--- src/rtl/sample_i2s_pkg.sv ---
// Shared types and sizes for the sample_i2s_tx serial audio transmitter.
// Left-justified output is selected at build time with SAMPLE_I2S_LJ_EN.
package sample_i2s_pkg;

    typedef enum logic {
        IDLE = 1'b0,
        RUN  = 1'b1
    } state_t;

    localparam int SLOT_BITS  = 16;
    localparam int FRAME_BITS = 32;
    localparam int BIT_CNT_W  = $clog2(FRAME_BITS);

endpackage

--- src/rtl/sample_i2s_tx_bck_divider.sv ---
// Bit-clock divider: toggles bck_out every BCK_HALF_PERIOD clocks while run is high.
// rise_en/fall_en are high in the cycle before bck_out rises/falls.
module bck_divider #(
    parameter int BCK_HALF_PERIOD = 16
) (
    input  logic clk_in,
    input  logic reset_n_in,
    input  logic run,
    output logic rise_en,
    output logic fall_en,
    output logic bck_out
);

    localparam int CNT_W = $clog2(BCK_HALF_PERIOD);

    logic [CNT_W-1:0] cnt;
    logic             wrap;

    assign wrap    = run && (cnt == CNT_W'(BCK_HALF_PERIOD - 1));
    assign rise_en = wrap && !bck_out;
    assign fall_en = wrap && bck_out;

    // Held at zero while stopped so the first rise lands a full half-period after start.
    always_ff @(posedge clk_in or negedge reset_n_in) begin
        if (!reset_n_in) begin
            cnt     <= '0;
            bck_out <= 1'b0;
        end else if (!run) begin
            cnt     <= '0;
            bck_out <= 1'b0;
        end else if (wrap) begin
            cnt     <= '0;
            bck_out <= ~bck_out;
        end else begin
            cnt <= cnt + 1'b1;
        end
    end

endmodule

--- src/rtl/sample_i2s_tx.sv ---
// Stereo I2S transmitter for the 16-bit mono mixer stream (sample duplicated to L and R).
// Define SAMPLE_I2S_LJ_EN for left-justified framing instead of standard I2S.
module sample_i2s_tx
    import sample_i2s_pkg::*;
#(
    parameter int BCK_HALF_PERIOD = 16
) (
    input  logic                 clk_in,
    input  logic                 reset_n_in,
    input  logic [SLOT_BITS-1:0] data_in,
    input  logic                 data_valid_in,
    output logic                 bck_out,
    output logic                 lrck_out,
    output logic                 sd_out,
    output logic                 underrun_out,
    output logic                 overrun_out
);

    state_t                 state;
    logic [SLOT_BITS-1:0]   hold_q;
    logic                   hold_full;
    logic [SLOT_BITS-1:0]   frame_q;
    logic [SLOT_BITS-1:0]   shift_q;
    logic [BIT_CNT_W-1:0]   bit_cnt;

    logic                   run;
    logic                   bck_rise;
    logic                   bck_fall;
    logic                   boundary;
    logic                   transfer;
    logic [SLOT_BITS-1:0]   next_frame;

    assign run        = (state == RUN);
    assign boundary   = bck_fall && (bit_cnt == BIT_CNT_W'(FRAME_BITS - 1));
    assign transfer   = boundary && hold_full;
    assign next_frame = transfer ? hold_q : frame_q;
    assign lrck_out   = bit_cnt[BIT_CNT_W-1];

    bck_divider #(
        .BCK_HALF_PERIOD(BCK_HALF_PERIOD)
    ) u_bck_divider (
        .clk_in    (clk_in),
        .reset_n_in(reset_n_in),
        .run       (run),
        .rise_en   (bck_rise),
        .fall_en   (bck_fall),
        .bck_out   (bck_out)
    );

    always_ff @(posedge clk_in or negedge reset_n_in) begin
        if (!reset_n_in) begin
            state        <= IDLE;
            hold_q       <= '0;
            hold_full    <= 1'b0;
            frame_q      <= '0;
            shift_q      <= '0;
            bit_cnt      <= '0;
            sd_out       <= 1'b0;
            underrun_out <= 1'b0;
            overrun_out  <= 1'b0;
        end else begin
            underrun_out <= 1'b0;
            overrun_out  <= 1'b0;
            case (state)
                IDLE: begin
                    // The first sample goes straight into the frame; entry counts as a frame boundary.
                    if (data_valid_in) begin
                        state     <= RUN;
                        frame_q   <= data_in;
                        hold_full <= 1'b0;
                        bit_cnt   <= '0;
`ifdef SAMPLE_I2S_LJ_EN
                        sd_out    <= data_in[SLOT_BITS-1];
`else
                        sd_out    <= 1'b0;
`endif
                    end
                end
                RUN: begin
                    // A write in the transfer cycle refills the register the transfer just emptied.
                    if (data_valid_in) begin
                        hold_q    <= data_in;
                        hold_full <= 1'b1;
                        if (hold_full && !transfer) begin
                            overrun_out <= 1'b1;
                        end
                    end else if (transfer) begin
                        hold_full <= 1'b0;
                    end

                    if (boundary) begin
                        frame_q      <= next_frame;
                        underrun_out <= !hold_full;
                    end

                    if (bck_fall) begin
                        bit_cnt <= bit_cnt + 1'b1;
                        shift_q <= shift_q << 1;
`ifdef SAMPLE_I2S_LJ_EN
                        sd_out  <= (bit_cnt[3:0] == 4'hF) ? next_frame[SLOT_BITS-1]
                                                          : shift_q[SLOT_BITS-1];
`else
                        sd_out  <= shift_q[SLOT_BITS-1];
`endif
                    end

                    // Reload mid-way through p=0, after the boundary has settled frame_q.
                    if (bck_rise && (bit_cnt[3:0] == 4'h0)) begin
`ifdef SAMPLE_I2S_LJ_EN
                        shift_q <= frame_q << 1;
`else
                        shift_q <= frame_q;
`endif
                    end
                end
                default: state <= IDLE;
            endcase
        end
    end

endmodule

--- config.mk ---
export PLATFORM = sky130hd
export DESIGN_NAME = sample_i2s_tx
export DESIGN_NICKNAME = d
export VERILOG_FILES = /design/src/rtl/sample_i2s_pkg.sv /design/src/rtl/sample_i2s_tx_bck_divider.sv /design/src/rtl/sample_i2s_tx.sv
export SDC_FILE = /design/constraint.sdc
export NUM_CORES = 1
export LEC_CHECK = 0
export ABC_AREA = 1
export BUFFER_PORTS_ARGS = -buffer_cell sky130_fd_sc_hd__buf_2
export CAP_MARGIN = 10
export CORE_UTILIZATION = 45
export DETAILED_ROUTE_END_ITERATION = 16
export PLACE_DENSITY_LB_ADDON = 0.25
export SYNTH_ARGS = -nofsm -noshare
export SYNTH_HDL_FRONTEND = slang
export SYNTH_HIERARCHICAL = 1
export SYNTH_SLANG_ARGS = --single-unit
--- constraint.sdc ---
create_clock -name clk_in -period 1.8 [get_ports clk_in]
set_input_delay 0.09 -clock clk_in [delete_from_list [all_inputs] [get_ports clk_in]]
set_output_delay 0.09 -clock clk_in [all_outputs]
set_load 0.01 [all_outputs]
==> impl_metrics.ini <==
[yosys]
async_flop_share = 1.000
synth_nets = 398
synth_ff_type = dfrtp_1
syn_area_um2 = 3000
yosys.area.top_type = dfrtp_1
synth_edf_count = 0
synthTopCellsByCount = 163 x nand2_1, 63 x dfrtp_1, 37 x nand3_1, 37 x o21ai_0, 28 x inv_1
syn-instance-count = 375
synth_cell_type_count = 23
avgSynthCellArea_um2 = 8.001
yosys_warnings = 6
synth_most_common_cell = nand2_1
ys_seq_area_frac = 0.5254
yosysTopAreaCellShare = 0.5254
ys_top_cells_by_area = dfrtp_1 53%, nand2_1 20%, nand3_1 6.2%, o21ai_0 6.2%, inv_1 3.5%
ys_seq_elements = 63

[sta]
maxSlewHeadroom = 0.6535
fin_crit_sh = 0.9306
hold_violations = 0
fmax_mhz = 597.0
finalClockSkew_ns = 0.007582
period_needed_ns = 1.675
setup_ws_ns = 0.1249
finalMaxSlewViolations = 0
tightest_slew_ns = 0.5197
setup_viol = 0
setup-tns-final_ns = 0

[finish]
syn2layout_area_growth_pct = 13.76
finalNetCount = 427
final_layout_size_suffix_gt1_frac = 0.1450
final.fill_count = 595
multiInputGateArea_um2 = 1230
regArea_um2 = 1577
antennaDiodeCount = 0

[floorplanning]
fp.dieH_um = 83.66
core_area_um2 = 6386
boundaryPins = 24
dieArea_um2 = 6998
start_util = 0.4698
num_rows = 29
die_x_um = 83.66

[routing]
drtAntennaViolNets = 0
firstDrtPassIters = 4
route.detailed.drc = 0
wl_per_cell_um = 11.20
vias = 2325
viasPerCell = 4.804
drtIter0Drc = 141
drt_wl_total_mm = 5.419

[pwr]
powerDensity_nw_per_um2 = 806.5
power_mw = 2.753
ir_worst_vdd_v = 0.0006266
leakagePower_nw = 1.837

[global_routing]
grt_pass1_wl_mm = 9.487
grt_max_degree = 43
overflow = 0
groute.usage.overall = 0.1711
grt_pass1_vias = 2128
antenna_found_initial = 0

[clocking]
htree_levels = 3
cts_max_path_buffers = 2
clock_latency_ns = 0.33
numCtsBuffers = 9
clock-sinks = 63
cts.root.buffer_cell = clkbuf_8
postCtsSetupRepairBufs = 0
clk_pin_slew_ns = 0.06
cts_tree = done

[critical_path]
crit_path_max_fanout = 17
crit_path_end_kind = register
slowest_delay_ns = 0.39
cp_slowest_cell = dfrtp_1
crit_type = register to register
worst-path-buf-inv = 1
critical_path.cell_chain = ha_2 > nand3_2 > nor3b_4 > nand2_4 > buf_4 > nand2_4 > nand2_1 > nand2_1
crit_path_start_kind = register
critPathArrivalTime_ns = 1.95
path_delay_family = simple AND/OR/NAND/NOR gates
required_ns = 2.07

[hold_path]
hold_class = input port to register

[placement]
portBuffers = 23
place_hpwl_mm = 3.720
place.gp.congestion = 0.7742
dpl_worst_slack_ns = 0.06538

[run]
cap_violations = 0

[status]
status = complete, no violations
==> state kept, by name, indices dropped and copies added, names as in the netlist <==
name	count
hold_full	1
hold_q	16
overrun_out	1
frame_q	16
run	1
sd_out	1
underrun_out	1
u_bck_divider/bck_out	1
u_bck_divider/cnt	4
shift_q	16
bit_cnt	5
==> worst paths after layout <==
kind                       cells after the start  slack [ns]                   end                  from
min in group asynchronous                      2        0.27  u_bck_divider/cnt[1]            reset_n_in
max                                            8        0.12           shift_q[15]  u_bck_divider/cnt[0]
max reg2reg                                    8        0.12           shift_q[15]  u_bck_divider/cnt[0]
max in group asynchronous                      3        0.93           overrun_out            reset_n_in
min                                            3        0.02             hold_q[5]            data_in[5]
min reg2reg                                    2        0.47            frame_q[7]            frame_q[7]
==> kinds of logic after synthesis <==
| group | after synthesis | synth area share |
|---|---|---|
| simple gates | 221 | 0.3165 |
| flops | 63 | 0.5254 |
| buf+inv | 47 | 0.07464 |
| compound gates | 40 | 0.06672 |
| fa+ha+maj | 4 | 0.01668 |
==> worst reg2reg max path, cell delays in order (launching register included) <==
cell and delay [ns]:
dfrtp_1 0.39, ha_2 0.21, nand3_2 0.12, nor3b_4 0.25, nand2_4 0.11, buf_4 0.21, nand2_4 0.18, nand2_1 0.08
nand2_1 0.06
==> cell type report <==
cell class,count,share of cell area
Clock inverter,1,0.008798
Multi-Input combinational cell,265,0.3603
Inverter,31,0.03482
Timing Repair Buffer,34,0.06232
Clock buffer,13,0.04362
Sequential cell,63,0.4619
Tap cell,77,0.02823
==> report_power, final <==
group | switching (mW) | internal (mW)
combinational | 0.0806 | 0.0501
clock | 0.488 | 0.664
sequential | 0.0186 | 1.45
==> metal layers <==
layer | GRT usage | vias up | routed length [µm]
met3 | 0.03165 | 6 | 143
met2 | 0.2528 | 38 | 2406
met4 | 0.09707 | 0 | 75
met1 | 0.2371 | 1045 | 2794
met5 | 0 | - | 0
li1 | - | 1236 | -
==> placed cells by master, fill, tap and decap left out, types with 3 or more instances in the layout <==
cell / count
clkbuf_1: 3
nand2_1: 163
dfrtp_1: 63
nand2_4: 5
o21ai_0: 37
buf_2: 23
clkbuf_8: 10
nor2_1: 8
nand3_1: 37
inv_1: 28
buf_4: 9
==> per-stage QoR <==
step	std cells	util	hold slack (ns)	instance area (µm²)
finish	484	0.5345	0.01841	3413
global placement	469	0.5002	0.09853	3194
floorplan	375	-	-0.2056	3000
global route	484	0.5345	0.04483	3413
detailed placement	469	0.5002	0.09662	3194
CTS	484	0.5298	0.004648	3383
==> repair_timing <==
item	CTS	global route
hold endpoints to repair	21	0
resized for setup	0	7
setup endpoints to repair	0	30
hold buffers	1	0
(Power assumes the default switching activity.)
